$ cat config.mk
export PLATFORM = sky130hd
export DESIGN_NAME = demux_feeder
export DESIGN_NICKNAME = d
export VERILOG_FILES = /design/src/rtl/demux_pkg.sv /design/src/rtl/demux_feeder_fifo.sv /design/src/rtl/demux_feeder.sv
export SDC_FILE = /design/constraint.sdc
export NUM_CORES = 1
export LEC_CHECK = 0
export ABC_CLOCK_PERIOD_IN_PS = 7100
export CAP_MARGIN = 20
export CORE_ASPECT_RATIO = 1.75
export CORE_MARGIN = 1.5
export CORE_UTILIZATION = 51
export DETAILED_ROUTE_END_ITERATION = 10
export PLACE_DENSITY = 0.78
export RECOVER_POWER = 25
export SLEW_MARGIN = 20
export SYNTH_ARGS = -nofsm -noshare
export SYNTH_HDL_FRONTEND = slang
export SYNTH_SLANG_ARGS = --single-unit
export TNS_END_PERCENT = 30
$ cat constraint.sdc
create_clock -name clk -period 7.1 [get_ports clk]
set_clock_uncertainty 0.15 [all_clocks]
set_input_delay 1.065 -clock clk [delete_from_list [all_inputs] [get_ports clk]]
set_output_delay 1.065 -clock clk [all_outputs]
set_load 0.01 [all_outputs]
$ cat src/rtl/demux_pkg.sv
// Shared definitions for the 1-to-4 demux and its upstream feeder.
// Holds channel geometry, FSM state encoding and the drop counter ceiling.
package demux_pkg;
   localparam int SEL_W   = 2;
   localparam int NUM_CH  = 4;
   localparam int ENTRY_W = SEL_W + 1;

   localparam logic ST_IDLE = 1'b0;
   localparam logic ST_HOLD = 1'b1;

   localparam logic [7:0] DROP_MAX = 8'd255;

   typedef enum logic {
      S_IDLE = ST_IDLE,
      S_HOLD = ST_HOLD
   } state_t;

   typedef struct packed {
      logic [SEL_W-1:0] dest;
      logic             data;
   } entry_t;
endpackage

$ cat src/rtl/demux_feeder_fifo.sv
// Synchronous DEPTH x {dest,data} queue with flush; head is read combinationally.
// Pushes into a full queue and pops from an empty queue are ignored.
module demux_feeder_fifo
   import demux_pkg::*;
#(
   parameter int DEPTH = 4
) (
   input  logic                   clk,
   input  logic                   rst,
   input  logic                   push,
   input  logic                   pop,
   input  logic                   flush,
   input  entry_t                 wdata,
   output entry_t                 rdata,
   output logic                   full,
   output logic                   empty,
   output logic [$clog2(DEPTH):0] count
);
   localparam int PTR_W = $clog2(DEPTH);

   entry_t           mem [DEPTH];
   logic [PTR_W-1:0] wr_ptr;
   logic [PTR_W-1:0] rd_ptr;
   logic             do_push;
   logic             do_pop;

   assign full    = (count == (PTR_W + 1)'(DEPTH));
   assign empty   = (count == '0);
   assign do_push = push && !full;
   assign do_pop  = pop && !empty;
   assign rdata   = mem[rd_ptr];

   always_ff @(posedge clk) begin
      if (!rst && !flush && do_push) begin
         mem[wr_ptr] <= wdata;
      end
   end

   // Pointers are exactly log2(DEPTH) bits so they wrap without extra logic.
   always_ff @(posedge clk) begin
      if (rst || flush) begin
         wr_ptr <= '0;
         rd_ptr <= '0;
         count  <= '0;
      end else begin
         if (do_push) wr_ptr <= wr_ptr + 1'b1;
         if (do_pop)  rd_ptr <= rd_ptr + 1'b1;
         case ({do_push, do_pop})
            2'b10:   count <= count + 1'b1;
            2'b01:   count <= count - 1'b1;
            default: count <= count;
         endcase
      end
   end
endmodule

$ cat src/rtl/demux_feeder.sv
// Feeder for the 1-to-4 demux: queues routed bits, presents each for HOLD cycles,
// and discards requests aimed at disabled channels while counting them.
module demux_feeder
   import demux_pkg::*;
#(
   parameter int               DEPTH    = 4,
   parameter int               HOLD     = 2,
   parameter logic [SEL_W-1:0] IDLE_SEL = 2'b00
) (
   input  logic                   clk,
   input  logic                   rst,
   input  logic                   in_valid,
   output logic                   in_ready,
   input  logic [SEL_W-1:0]       in_dest,
   input  logic                   in_data,
   input  logic [NUM_CH-1:0]      ch_mask,
   input  logic                   flush,
   output logic                   din,
   output logic [SEL_W-1:0]       sel,
   output logic                   dout_valid,
   output logic                   busy,
   output logic [$clog2(DEPTH):0] fifo_count,
   output logic [7:0]             drop_cnt,
   output logic                   fsm_state
);
   localparam int HC_W = (HOLD > 1) ? $clog2(HOLD) : 1;

   // Handshake: a request transfers on a rising edge where in_valid && in_ready;
   // in_ready depends only on queue fullness and reset, never on in_valid.
   state_t    state;
   logic [HC_W-1:0] hold_cnt;
   entry_t    head;
   entry_t    wdata;
   logic      full;
   logic      empty;
   logic      accept;
   logic      keep;
   logic      push;
   logic      pop;

   assign in_ready  = !full && !rst;
   assign accept    = in_valid && in_ready;
   assign keep      = ch_mask[in_dest];
   assign push      = accept && keep && !flush;
   assign pop       = !flush && !empty &&
                      ((state == S_IDLE) || (hold_cnt == '0));
   assign wdata     = '{dest: in_dest, data: in_data};
   assign busy      = (state == S_HOLD) || (fifo_count != '0);
   assign fsm_state = state;

   demux_feeder_fifo #(.DEPTH(DEPTH)) u_fifo (
      .clk   (clk),
      .rst   (rst),
      .push  (push),
      .pop   (pop),
      .flush (flush),
      .wdata (wdata),
      .rdata (head),
      .full  (full),
      .empty (empty),
      .count (fifo_count)
   );

   // A pop reloads the hold counter, so consecutive entries follow with no idle gap.
   always_ff @(posedge clk) begin
      if (rst || flush) begin
         state      <= S_IDLE;
         din        <= 1'b0;
         sel        <= IDLE_SEL;
         dout_valid <= 1'b0;
         hold_cnt   <= '0;
      end else if (pop) begin
         state      <= S_HOLD;
         din        <= head.data;
         sel        <= head.dest;
         dout_valid <= 1'b1;
         hold_cnt   <= HC_W'(HOLD - 1);
      end else if (state == S_HOLD) begin
         if (hold_cnt != '0) begin
            hold_cnt <= hold_cnt - 1'b1;
         end else begin
            state      <= S_IDLE;
            din        <= 1'b0;
            sel        <= IDLE_SEL;
            dout_valid <= 1'b0;
         end
      end
   end

   always_ff @(posedge clk) begin
      if (rst) begin
         drop_cnt <= '0;
      end else if (accept && !keep && !flush && (drop_cnt != DROP_MAX)) begin
         drop_cnt <= drop_cnt + 1'b1;
      end
   end
endmodule

# Word-level counts from Yosys, hierarchy flattened

Memory sizes are Yosys's and may differ from the RTL's. A register that Yosys moved wholly into a read port is not among the register bits.
Index checks and enable logic that the tools add are counted.

Add/subtract/negate cells: 6
Magnitude comparators: 1
Eq/ne operators: 5
Multiplexer cells: 20
Bitwise gates (word level): 2
Reduce and logical (&&, ||, !) cells: 26

Operators by type and width:

| kind                                                                     | count |
|---|---|
| 1-bit logical AND                                                        | 13 |
| 1-bit 2-to-1 mux                                                         | 13 |
| 2-bit 2-to-1 mux                                                         | 5 |
| 8-bit by 1-bit adder with 8-bit output (second input constant)           | 1 |
| 8-bit inequality test (second input constant)                            | 1 |
| 3-bit case mux with 2 select lines                                       | 1 |
| 1-bit zero test                                                          | 5 |
| 2-bit by 1-bit adder with 2-bit output (second input constant)           | 2 |
| 2-bit nonzero test                                                       | 2 |
| 3-bit by 1-bit adder with 3-bit output (second input constant)           | 1 |
| 3-bit equality test (second input constant)                              | 1 |
| 3-bit zero test                                                          | 1 |
| 1-bit logical OR                                                         | 3 |
| 2-bit by 3-bit < comparator with 1-bit output (second input constant)    | 1 |
| 3-bit nonzero test                                                       | 1 |
| 3-bit by 1-bit subtractor with 3-bit output (second input constant)      | 1 |
| 1-bit binary-select mux with 2-bit select                                | 1 |
| 2-bit by 1-bit equality test with 1-bit output (second input constant)   | 1 |
| 2-bit equality test (second input constant)                              | 1 |
| 2-bit by 1-bit inequality test with 1-bit output (second input constant) | 1 |
| 1-bit inverter                                                           | 2 |
| 2-bit AND reduction                                                      | 1 |
| 1-bit subtractor (second input constant)                                 | 1 |

Flip-flop bits (word level): 21
Bits in writable memories: 12
Input port bits: 11
Output and inout bits: 18
Logic and storage cells: 70
Memories: 1

Memories:

| memory     | words | bits a word | rd ports | clocked after memory_dff | wr ports | RTL line                | RTL |
|---|---|---|---|---|---|---|---|
| u_fifo.mem | 4     | 3           | 1        | 1                        | 1        | demux_feeder_fifo.sv:21 | `entry_t mem [DEPTH];` |

# Longest topological paths before layout

Word-level depth: 10
Mapped depth: 11
Mapped depth without buffers: 9

# Modules after synthesis

From an unflattened synthesis, not the netlist that was laid out.

Cells, all modules: 146
Area, all modules: 1579.0 um2

By module, submodules not included:

| module            | instances | cells each | area an instance (um2) | sequential area each (um2) |
|---|---|---|---|---|
| demux_feeder_fifo | 1         | 70         | 913.4                  | 540.5 |
| demux_feeder      | 1         | 76         | 665.6                  | 280.3 |

# Worst setup path before layout

Ideal clock, no wire load.

Path type: input to register
From: input in_dest[0]
To: register u_fifo.count[2]
Library setup time: 70 ps
Arrival time: 3099 ps
Data required time: 6880 ps
Path slack: 3781 ps
Stages on the path: 10
Buffers on the path: 1
Cells stage by stage: mux4_2 -> and4_1 -> clkbuf_1 -> inv_1 -> ha_1 -> inv_1 -> fa_1 -> xor2_1 -> or3_1 -> a21oi_1

Longest elaborated chain between the ends: 7
Elaborated cells between the ends (all ways): 9
Classes of those cells: 2 x eq/ne; 3 x mux; 4 x reduce/logical

RTL lines:

| item                                                                                  | RTL line                | RTL |
|---|---|---|
| start: declaration                                                                    | demux_feeder.sv:14      | `input logic [SEL_W-1:0] in_dest,` |
| 1-bit binary-select mux with 2-bit select (*)                                         | demux_feeder.sv:43      | `assign keep = ch_mask[in_dest];` |
| 1-bit 2-to-1 mux (not written as such) (*)                                            | demux_feeder.sv:43      |  |
| 1-bit logical AND (*) (2 in series)                                                   | demux_feeder.sv:44      | `assign push = accept && keep && !flush;` |
| 1-bit logical AND (*)                                                                 | demux_feeder_fifo.sv:29 | `assign do_push = push && !full;` |
| 2-bit by 1-bit equality test with 1-bit output or 2-bit equality test (tied branches) | demux_feeder_fifo.sv:48 | `case ({do_push, do_pop})` |
| 3-bit case mux with 2 select lines or 2-bit nonzero test (tied branches)              | n/a                     |  |
| end signal: assignment                                                                | demux_feeder_fifo.sv:49 | `2'b10: count <= count + 1'b1;` |
| end signal: assignment                                                                | demux_feeder_fifo.sv:50 | `2'b01: count <= count - 1'b1;` |
| end signal: assignment                                                                | demux_feeder_fifo.sv:51 | `default: count <= count;` |
| end: declaration                                                                      | demux_feeder_fifo.sv:17 | `output logic [$clog2(DEPTH):0] count` |

Mark *: on every way between the ends. The rest lies on a longest branch, timed or not. The select of a mux whose other input is x is not followed.
A chain may end at the register's enable or synchronous reset.

# Worst setup path in the final report

From: input rst
To: output in_ready

Longest elaborated chain between the ends: 2

RTL lines:

| item               | RTL line           | RTL |
|---|---|---|
| start: declaration | demux_feeder.sv:11 | `input logic rst,` |
| 1-bit zero test    | demux_feeder.sv:41 | `assign in_ready = !full && !rst;` |
| 1-bit logical AND  | demux_feeder.sv:41 |  |
| end: declaration   | demux_feeder.sv:13 | `output logic in_ready,` |

Every way passes these cells.

==> results.cfg <==
[status]
outcome = completed

[timing]
setup_tns_ns = 0
hold_ws_ns = 0.320
worst-slew-pin-transition_ns = 0.717
hold_violations = 0
slew-limit-headroom_pct = 52.2
fmax_mhz = 262
grt_setup_unrepaired = false
period_needed_ns = 3.82
post-route-period-util_pct = 53.8
setup_viol = 0
drv_slew = 0

[power_and_ir_drop]
p_leak_uw = 0.000684
p_total_uw = 365
ir_worst_vdd_mv = 0.102
power_density_mw_per_mm2 = 187

[floorplanning]
io_pins = 29
fp.coreArea_mm2 = 0.00293
dieWidth_um = 45.0
start_util_pct = 53.7
dieArea_mm2 = 0.00344
dieHeight_um = 76.5
rows = 26

[critical_path]
cp.required_ns = 5.88
cp.arrival_ns = 2.61
path_buf_inv = 3
crit_chain = dlygate4sd3_1 > inv_1 > and2_1 > clkdlybuf4s50_1
cpLargestDelayFamily = buffers and inverters
crit_slowest_cell = dlygate4sd3_1
endpoint_kind = primary output
crit_path_max_incr_delay_ns = 0.76
critPathKind = primary input to primary output
critPathLaunchType = primary input
r2r_slack_ns = 4.31
path_max_fanout = 9
regToRegEndpoint = u_fifo.count[2]
worstReg2RegStart = u_fifo.count[2]
reg2regPathDepth = 9

[synthesis]
syn_avg_cell_area_um2 = 11.0
synthCells = 143
syn_nets = 161
yosysWarnings = 0
yosysUniqueCellTypes = 33
synth_seq_cells = 35
syn_area_mm2 = 0.00157
ys_seq_area_share_pct = 52.2

[cts]
root_buffer = clkbuf_8
cts_buffers = 5
clk_path_buf_depth = 2
cts_setup_buffers = 0
path_clk_slew_ns = 0.06
cts_hold_buf = 0
clock-sinks = 35
htreeDepth = 2
cts_resized = 0
tritoncts = done
clkLatencyLatePin_ns = 0.29

[grt]
grt_pass1_vias = 1211
grt_use_total_pct = 22.1
grt_antenna_before_repair = 0
grt_pass1_wl_um = 5520
grt-ovfl-total = 0
grt_max_degree = 14

[min_path]
hold_depth = 2
hp-start = sel[0]
hold_end = sel[0]
hp-class = register to register

[drt]
dr.pass1.iters = 4
vias = 1207
viasPerCell = 5.98
drtIter0Drc = 43
wl_per_cell_um = 16.6
drc = 0
ant_nets = 0
routed_wl_um = 3350

[finish]
nets = 191
drive_gt1_share_pct = 6.90
mostFrequentLayoutCells = clkdlybuf4s50_1, dfxtp_1, a21oi_1, edfxtp_1, nand2_1
diodes = 0
final_area_mm2 = 0.00195
final_common_cell = clkdlybuf4s50_1
instances_no_fill = 202
fill_cells = 256
syn_to_final_growth_pct = 23.9

[placement]
place_congestion = 0.790
placed_area_mm2 = 0.00187
portBuffers = 28
dp_cells = 194
hpwl_um = 2510

[flow_run]
max_cap_violations = 0
layout make-up:
type	count	area, um2	area share, %
tap	28	35.0	1.80
timing repair buffer	28	280	14.4
multi-input combinational	94	698	35.8
clock inverter	2	8.76	0.449
clock buffer	6	72.6	3.72
inverter	9	33.8	1.73
sequential	35	821	42.1
synthesized netlist by cell type:
cell type / n / area share, %
nand3_1: 6 / 1.9
nand2b_1: 2 / 0.80
o311ai_0: 3 / 1.7
o31ai_1: 3 / 1.4
a21oi_1: 14 / 4.5
and2_1: 5 / 2.0
or2_2: 1 / 0.40
xnor2_1: 1 / 0.56
and4_1: 3 / 1.7
o41ai_1: 2 / 1.1
dfxtp_1: 23 / 29
or4_1: 2 / 0.95
nor3_1: 2 / 0.64
ha_1: 6 / 4.8
or3_1: 3 / 1.2
or3b_2: 1 / 0.56
xor2_1: 3 / 1.7
nand2_1: 11 / 2.6
o21ai_0: 3 / 0.95
nor2_1: 8 / 1.9
nand4_1: 1 / 0.40
buf_2: 1 / 0.32
and3_1: 2 / 0.80
inv_1: 9 / 2.1
nand4b_1: 1 / 0.56
fa_1: 1 / 1.3
o211a_1: 1 / 0.64
and4b_1: 2 / 1.3
nand3b_1: 2 / 0.95
nand4b_4: 1 / 1.5
clkbuf_1: 4 / 0.95
mux4_2: 4 / 5.7
edfxtp_1: 12 / 23
worst reg2reg max path, delay by kind of cell (launching register included):
kind                       cells  cell delay, ns
DFF                            1            0.39
xor gates and xnor gates       1            0.16
AOI/OAI and AO/OA              1            0.14
adders and majority gates      2            0.57
and+or+nand+nor                3            1.13
buffers and inverters          2            0.18
kinds of logic after synthesis:
kind of cell	synth area share, %
buffers and inverters	3.42
flip-flops	52.2
XOR/XNOR	2.23
adder cells (fa/ha/maj)	6.05
multiplexers	5.73
AO/OA/AOI/OAI	10.3
AND/OR/NAND/NOR	20.1
sequential cells by signal, indices dropped and copies added, names as in the netlist, named ones only:
name and flops:
hold_cnt 1, fsm_state 1, u_fifo.count 3, u_fifo.wr_ptr 2
dout_valid 1, u_fifo.mem 12, u_fifo.rd_ptr 2, din 1
sel 2, drop_cnt 8
worst max-delay path by stage:
| stage | startpoint | endpoint | slack, ns | cells after the start |
|---|---|---|---|---|
| 2_1_floorplan | in_dest[0] | u_fifo.count[2] | 3.78 | 10 |
| 3_3_place_gp | in_dest[0] | u_fifo.count[2] | 3.19 | 10 |
| 3_5_place_dp | in_dest[0] | u_fifo.count[2] | 3.08 | 10 |
| 4_1_cts | in_dest[0] | u_fifo.count[2] | 3.35 | 10 |
| 5_1_grt | in_dest[0] | u_fifo.count[2] | 3.14 | 10 |
| 6_report | rst | in_ready | 3.28 | 4 |
per-stage QoR:
step                      setup slack (ns)  util [%]
after floorplan                       3.78         -
after global placement                3.19      63.8
after detailed placement              3.08      63.8
after CTS                             3.35      66.6
after global routing                  3.14      66.6
final                                 3.28      66.6
routing by layer:
layer,vias up,wire length [um],track usage [%]
met3,5,180,7.58
met2,34,1850,37.4
met1,583,1250,23.5
met4,0,68,9.71
li1,585,-,-
met5,-,0,0
power breakdown:
part / internal, uW / switching [uW] / total (uW)
logic: 10.3 / 9.55 / 19.9
clock network: 67.3 / 68.2 / 135
registers: 208 / 1.11 / 209
total: 286 / 78.8 / 365
Power figures use the tool's default switching activity.
